## config.mk

```make
export PLATFORM = sky130hd
export DESIGN_NAME = arbiter_rr4
export DESIGN_NICKNAME = d
export VERILOG_FILES = /design/src/rtl/arbiter_rr4_pkg.sv /design/src/rtl/decoder_2to4.sv /design/src/rtl/arbiter_rr4.sv
export SDC_FILE = /design/constraint.sdc
export NUM_CORES = 1
export LEC_CHECK = 0
export BUFFER_PORTS_ARGS = -buffer_cell sky130_fd_sc_hd__buf_2
export CAP_MARGIN = 10
export CORE_UTILIZATION = 35
export CTS_CLUSTER_SIZE = 24
export DETAILED_ROUTE_END_ITERATION = 12
export GPL_ROUTABILITY_DRIVEN = 0
export GPL_TIMING_DRIVEN = 0
export HOLD_SLACK_MARGIN = 0.08
export PLACE_DENSITY_LB_ADDON = 0.12
export REMOVE_ABC_BUFFERS = 1
export SETUP_SLACK_MARGIN = 0.4
export SLEW_MARGIN = 15
export SYNTH_ARGS = -nofsm -noshare
export SYNTH_HDL_FRONTEND = slang
export SYNTH_SLANG_ARGS = --single-unit
```

## constraint.sdc

```tcl
create_clock -name clk -period 1.8 [get_ports clk]
set_input_delay 0.09 -clock clk [delete_from_list [all_inputs] [get_ports clk]]
set_output_delay 0.09 -clock clk [all_outputs]
set_load 0.01 [all_outputs]
```

## src/rtl/arbiter_rr4_pkg.sv

```systemverilog
// Shared definitions for the four-requester round-robin arbiter:
// FSM encoding, requester geometry and the rotating-priority scan.
package arbiter_rr4_pkg;

  localparam int N_REQ = 4;
  localparam int IDX_W = 2;

  typedef enum logic {
    ST_IDLE  = 1'b0,
    ST_GRANT = 1'b1
  } state_e;

  // Lowest offset from ptr wins, so the loop runs downward and the last hit is kept.
  function automatic logic [IDX_W-1:0] rr_scan(input logic [N_REQ-1:0] req,
                                               input logic [IDX_W-1:0] ptr);
    logic [IDX_W-1:0] idx;
    rr_scan = ptr;
    for (int i = N_REQ - 1; i >= 0; i--) begin
      idx = ptr + IDX_W'(i);
      if (req[idx]) begin
        rr_scan = idx;
      end else begin
        rr_scan = rr_scan;
      end
    end
  endfunction

endpackage

```

## src/rtl/decoder_2to4.sv

```systemverilog
// Enable-gated 2-to-4 one-hot decoder; output is all-zero when disabled.
module decoder_2to4 (
  input  logic       En,
  input  logic [1:0] a,
  output logic [3:0] d
);

  // One-hot decode of a, forced to zero while En is low
  always_comb begin
    d = 4'b0000;
    if (En) begin
      case (a)
        2'd0:    d = 4'b0001;
        2'd1:    d = 4'b0010;
        2'd2:    d = 4'b0100;
        2'd3:    d = 4'b1000;
        default: d = 4'b0000;
      endcase
    end else begin
      d = 4'b0000;
    end
  end

endmodule

```

## src/rtl/arbiter_rr4.sv

```systemverilog
// Four-way round-robin arbiter with a bounded hold time per grant and a
// mandatory dead cycle between grants. All outputs come from registers.
module arbiter_rr4
  import arbiter_rr4_pkg::*;
#(
  parameter int MAX_HOLD = 16,
  parameter int CNT_W    = 8
) (
  input  logic             clk,
  input  logic             rst_n,
  input  logic             En,
  input  logic [N_REQ-1:0] req,
  output logic [N_REQ-1:0] gnt,
  output logic [IDX_W-1:0] gnt_idx,
  output logic             gnt_valid,
  output logic             timeout
);

  localparam logic [CNT_W-1:0] HOLD_LAST = CNT_W'(MAX_HOLD - 1);

  state_e           state_r, state_s;
  logic [IDX_W-1:0] idx_r, idx_s;
  logic [IDX_W-1:0] ptr_r, ptr_s;
  logic [CNT_W-1:0] cnt_r, cnt_s;
  logic             timeout_r, timeout_s;

  // State, grantee, pointer, hold counter and timeout pulse registers
  always_ff @(posedge clk) begin
    if (!rst_n) begin
      state_r   <= ST_IDLE;
      idx_r     <= 2'd0;
      ptr_r     <= 2'd0;
      cnt_r     <= '0;
      timeout_r <= 1'b0;
    end else begin
      state_r   <= state_s;
      idx_r     <= idx_s;
      ptr_r     <= ptr_s;
      cnt_r     <= cnt_s;
      timeout_r <= timeout_s;
    end
  end

  // Next-state logic; request or enable loss outranks hold expiry for the pulse
  always_comb begin
    state_s   = state_r;
    idx_s     = idx_r;
    ptr_s     = ptr_r;
    cnt_s     = cnt_r;
    timeout_s = 1'b0;
    case (state_r)
      ST_IDLE: begin
        if (En && (|req)) begin
          state_s = ST_GRANT;
          idx_s   = rr_scan(req, ptr_r);
          cnt_s   = '0;
        end else begin
          state_s = ST_IDLE;
        end
      end
      ST_GRANT: begin
        if (!req[idx_r] || !En) begin
          state_s = ST_IDLE;
          ptr_s   = idx_r + 2'd1;
        end else if (cnt_r == HOLD_LAST) begin
          state_s   = ST_IDLE;
          ptr_s     = idx_r + 2'd1;
          timeout_s = 1'b1;
        end else begin
          cnt_s = cnt_r + CNT_W'(1);
        end
      end
      default: begin
        state_s = ST_IDLE;
      end
    endcase
  end

  assign gnt_valid = (state_r == ST_GRANT);
  assign gnt_idx   = idx_r;
  assign timeout   = timeout_r;

  decoder_2to4 u_dec (
    .En (gnt_valid),
    .a  (idx_r),
    .d  (gnt)
  );

endmodule

```

Word-level counts from Yosys, hierarchy flattened
Cells that the tools add are included.
- flip-flop bits (word level): 14
- input bits: 7
- output and inout port bits: 8
- $add $sub $neg: 5
- magnitude comparators: 5
- equality and inequality tests: 7
- muxes and demuxes: 27
- bitwise logic cells: 2
- reduce and logical (&&, ||, !) cells: 11
- operators with widths (operator ; count):
    $mux 8 ; 3
    $pmux 4 s4 ; 1
    $pmux 8 s2 ; 1
    $lt 2x3->1 const B ; 5
    $mux 2 ; 6
    $bmux 1 s2 ; 5
    $mux 1 ; 9
    $add 8x1->8 const B ; 1
    $eq 8x4->1 const B ; 1
    $ne 2x2->1 const B ; 3
    $add 2x1->2 const B ; 2
    $add 2x2->2 const B ; 2
    $eq 2x2->1 const B ; 2
    $mux 4 ; 1
    $reduce_and 2->1 ; 2
    $reduce_or 4->1 ; 1
    $reduce_and 3->1 ; 1
    $reduce_or 3->1 ; 1
    $eq 2x1->1 const B ; 1
    $logic_not 1->1 ; 2
    $logic_not 2->1 ; 1
    $not 1->1 ; 2
    $pmux 1 s2 ; 1
    $reduce_bool 2->1 ; 1
    other kinds (2) ; 2

Logic depth before layout (Yosys ltp)
- depth in word-level cells: 7
- depth in mapped cells: 6
- mapped depth without buffers: 5

Hierarchy
A second synthesis with hierarchy kept.
- cell total of the unflattened synthesis: 95
- area total of the unflattened synthesis: 797.0 um^2
- by module, submodules not included (module ; instances ; cells each ; area an instance (um^2) ; sequential area each (um^2)):
    arbiter_rr4 ; 1 ; 91 ; 759.5 ; 280.3
    decoder_2to4 ; 1 ; 4 ; 37.5 ; 0.0

Least setup slack after synthesis
Ideal clock, no wire load.
- path type: flip-flop to flip-flop
- start point: register idx_r[0], in the netlist gnt_idx[0]
- end point: register state_r, in the netlist gnt_valid
- library setup time: 115 ps
- data arrival time: 1518 ps
- setup slack: 167 ps
- cell stages (with the launch flop): 6
- buffers on the path: 1
- cell sequence: dfxtp_1 mux2i_1 o22a_1 clkbuf_1 nor2_1 o21a_1
- cells in the longest elaborated chain, start to end: 6
- RTL lines (what ; RTL line ; text):
    start: declaration ; arbiter_rr4.sv:22 ; logic [IDX_W-1:0] idx_r, idx_s;
    start signal: assignment ; arbiter_rr4.sv:37 ; idx_r <= idx_s;
    $bmux 1 s2 ; arbiter_rr4.sv:62 ; if (!req[idx_r] || !En) begin
    $mux 1 (not written as such) ; arbiter_rr4.sv:62 ;
    $logic_not 1->1 ; arbiter_rr4.sv:62 ;
    $logic_or 1x1->1 ; arbiter_rr4.sv:62 ;
    $mux 1 ; arbiter_rr4.sv:62 ;
    $pmux 1 s2 ; arbiter_rr4.sv:51 ; case (state_r)
    end signal: assignment ; arbiter_rr4.sv:36 ; state_r <= state_s;
    end: declaration ; arbiter_rr4.sv:21 ; state_e state_r, state_s;
No other way between the ends. The select of a mux whose other input is x is not followed.
A chain may end at the register's enable or synchronous reset.

Final worst setup path
- start point: register idx_r[0], in the netlist gnt_idx[0]
- end point: register cnt_r[4]
- cells in the longest elaborated chain, start to end: 6
- RTL lines (what ; RTL line ; text):
    $bmux 1 s2 ; arbiter_rr4.sv:62 ;
    $mux 1 (not written as such) ; arbiter_rr4.sv:62 ;
    $logic_not 1->1 ; arbiter_rr4.sv:62 ;
    $logic_or 1x1->1 ; arbiter_rr4.sv:62 ;
    $ne 2x2->1 (no line) ; - ;
    $reduce_and 3->1 (no line) ; - ;
    end signal: assignment ; arbiter_rr4.sv:39 ; cnt_r <= cnt_s;
    end: declaration ; arbiter_rr4.sv:24 ; logic [CNT_W-1:0] cnt_r, cnt_s;
No other way between the ends. The select of a mux whose other input is x is not followed.

==> results.yml <==
floorplanning:
  core_area_mm2: 0.002276
  die_w_um: 51.67
  die_height_um: 51.67
  start_util_pct: 37.93
  std_cell_rows: 17
  io_pins: 15
  dieArea_mm2: 0.002669
logic_synthesis:
  synth_top_area_share_pct: 32.46
  async_reset_ff_share_pct: 0
  syn_inst: 104
  yosys-top-cells-area: "dfxtp_1, ha_1, a21oi_1"
  synth-compound-area-share_pct: 26.52
  yosys.area.top_type: "dfxtp_1"
  synthesis.area_um2: 863.3
  synth_simple_gate_area_share_pct: 26.23
  synth_top_family_by_area: "compound AO/OA/AOI/OAI gates"
  synth.distinct_cells: 37
  synth_flop_cell: "dfxtp_1"
  synth_edf_count: 0
  synth_warnings: 0
  yosys.area_share.adder_pct: 7.246
  syn_avg_cell_area_um2: 8.301
  synth_xor_area_share_pct: 0
  synthMuxAreaShare_pct: 3.478
  synth_seq_cells: 14
  ys_seq_area_share_pct: 32.46
finish:
  final_cell_mix: "buf_2, nand2_1, a21oi_1, dfxtp_1"
  final_common_cell: "buf_2"
  post-route-util_pct: 53.38
  area_delta_synth_final_pct: 40.73
  nets: 143
  multi_input_area_um2: 661.9
  drive_above_1_share_pct: 42.31
  antenna_cells: 0
  n_fill_cell: 209
  final-seq-area_um2: 297.8
cts:
  clockBufferDepth: 2
  tritoncts: "yes"
  cts_root_buffer: "clkbuf_4"
  cts_buffers: 3
  cts_sinks: 14
  htree_levels: 1
  path_clk_slew_ns: 0.09
  ctsHoldBuffers: 0
  clkLatencyLatePin_ns: 0.29
timing:
  fin_crit_ns: 1.523
  max_freq_ghz: 0.6568
  relSlewSlack_pct: 71.57
  setup_viol: 0
  rsz0062_at_grt: "yes"
  finalHoldViolations: 0
  tightest_slew_ns: 0.4146
  skew_ns: 0.003761
  period_share_pct: 84.58
  drv_slew: 0
  tns_ns: 0
global_route:
  track_usage_pct: 18.65
  grt_pass1_wl_um: 3705
  overflow: 0
  grt_max_degree: 12
  antenna_found_initial: 0
  grt_pass1_vias: 794
pwr:
  p_leak_nw: 0.4471
  power_density_mw_per_mm2: 574.0
  ir_worst_vdd_mv: 0.4078
run:
  maxCapViolations: 0
route:
  post_drt_via_cell_ratio: 5.709
  routed_wl_um: 2277
  num_vias: 902
  avgRoutedWirePerCell_um: 14.41
  firstDrtPassIters: 4
  drcViolationCount: 0
  ant_nets: 0
  drt_iter0_drc: 40
critical_path:
  crit_required_ns: 2.03
  path_max_fanout: 5
  r2r_setup_slack_ns: 0.28
  crit_slowest_cell: "or4_4"
  max_stage_delay_ns: 0.49
  end_kind: "register"
  reg2reg_from: "gnt_idx[0]"
  r2r-end: "cnt_r[4]"
  reg2reg_depth: 4
  crit_type: "register to register"
  start_kind: "register"
  critPathArrivalTime_ns: 1.75
  worstPathCellList: "mux2i_2 -> o22a_4 -> or4_4 -> a21oi_2"
worst_hold_path:
  worstHoldStart: "rst_n"
  hp-class: "primary input to register"
  min_path_cells: 2
  hold_end: "gnt_valid"
status:
  outcome: "finished, final reports clean"
placed_design:
  hpwl_um: 1445
  io_buffers: 14
[layer usage]
metal	GRT usage, %	wire length (µm)	share of wire [%]	vias up
met5	0	0	0	-
met4	7.207	35	1.5	0
met3	2.632	70	3.1	4
met2	28.35	1023	45	17
met1	26.33	1148	50	426
li1	-	-	-	455
[state kept, by name, indices dropped and copies added, names as in the netlist]
signal	cells
ptr_r	2
cnt_r	8
gnt_idx	2
timeout	1
gnt_valid	1
[worst max-delay path, delay by kind of cell (launching register included)]
family | cells | cell delay, ns
AND/OR/NAND/NOR | 1 | 0.49
flip-flops | 1 | 0.37
AO/OA/AOI/OAI | 2 | 0.42
multiplexers | 1 | 0.18
[worst max path at each step]
| stage | from | endpoint | slack, ns | cells past startpoint |
|---|---|---|---|---|
| CTS | gnt_idx[1] | cnt_r[3] | 0.30 | 5 |
| finish | gnt_idx[0] | cnt_r[4] | 0.28 | 4 |
| detailed placement | gnt_idx[0] | cnt_r[7] | -0.03 | 4 |
| global route | gnt_idx[0] | cnt_r[4] | 0.25 | 4 |
| floorplan | gnt_idx[0] | cnt_r[7] | 0.12 | 4 |
| global placement | gnt_idx[0] | cnt_r[7] | -0.01 | 4 |
[what timing repair did]
item,4_1_cts,5_1_grt
gates resized for setup,22,16
pin swaps,11,4
setup buffers,8,1
endpoints found under the setup margin,15,15
cloned,2,0
[layout make-up]
| class | count | area share [%] |
|---|---|---|
| timing repair buffer | 23 | 13.29 |
| multi-input combinational | 83 | 54.48 |
| tap | 28 | 2.884 |
| clock buffer | 4 | 2.987 |
| inverter | 6 | 1.854 |
| sequential | 14 | 24.51 |
[synthesized netlist by cell type (2+ instances only)]
cell type  number
ha_1            5
nand2_1         9
nor2_1          3
o311ai_0        2
or4_1           5
and2_1          4
nand2b_1        4
dfxtp_1        14
o21ai_0         3
o31ai_1         2
o22a_1          2
nand3_1         4
mux2i_1         3
a21oi_1         8
o211ai_1        3
o21ai_1         2
nor3_1          2
clkbuf_1        2
o41ai_1         2
o21a_1          2
inv_1           6
nor2b_1         2
[through the flow]
stage	std cells	setup slack [ns]	area, µm²	power [mW]	hold WS [ns]
3_3_place_gp	143	-0.01081	955.9	0.4314	0.4290
5_1_grt	158	0.2502	1215	0.7301	0.1373
3_5_place_dp	143	-0.02706	955.9	0.4334	0.4308
6_report	158	0.2775	1215	0.6974	0.1215
2_1_floorplan	101	0.1207	850.8	0.3925	0.2077
4_1_cts	157	0.3012	1141	0.6854	0.1182
[power by group]
part           leakage, nW  switching (mW)  internal, mW
Combinational        0.308          0.0759        0.0608
Sequential           0.118          0.0105         0.317
Clock               0.0210           0.110         0.123
Total                0.447           0.197         0.501
[kinds of logic after synthesis]
family          count (synthesis)
compound gates                 33
fa+ha+maj                       5
buf+inv                         9
flops                          14
mux                             3
simple gates                   40
Power figures use the tool's default switching activity.
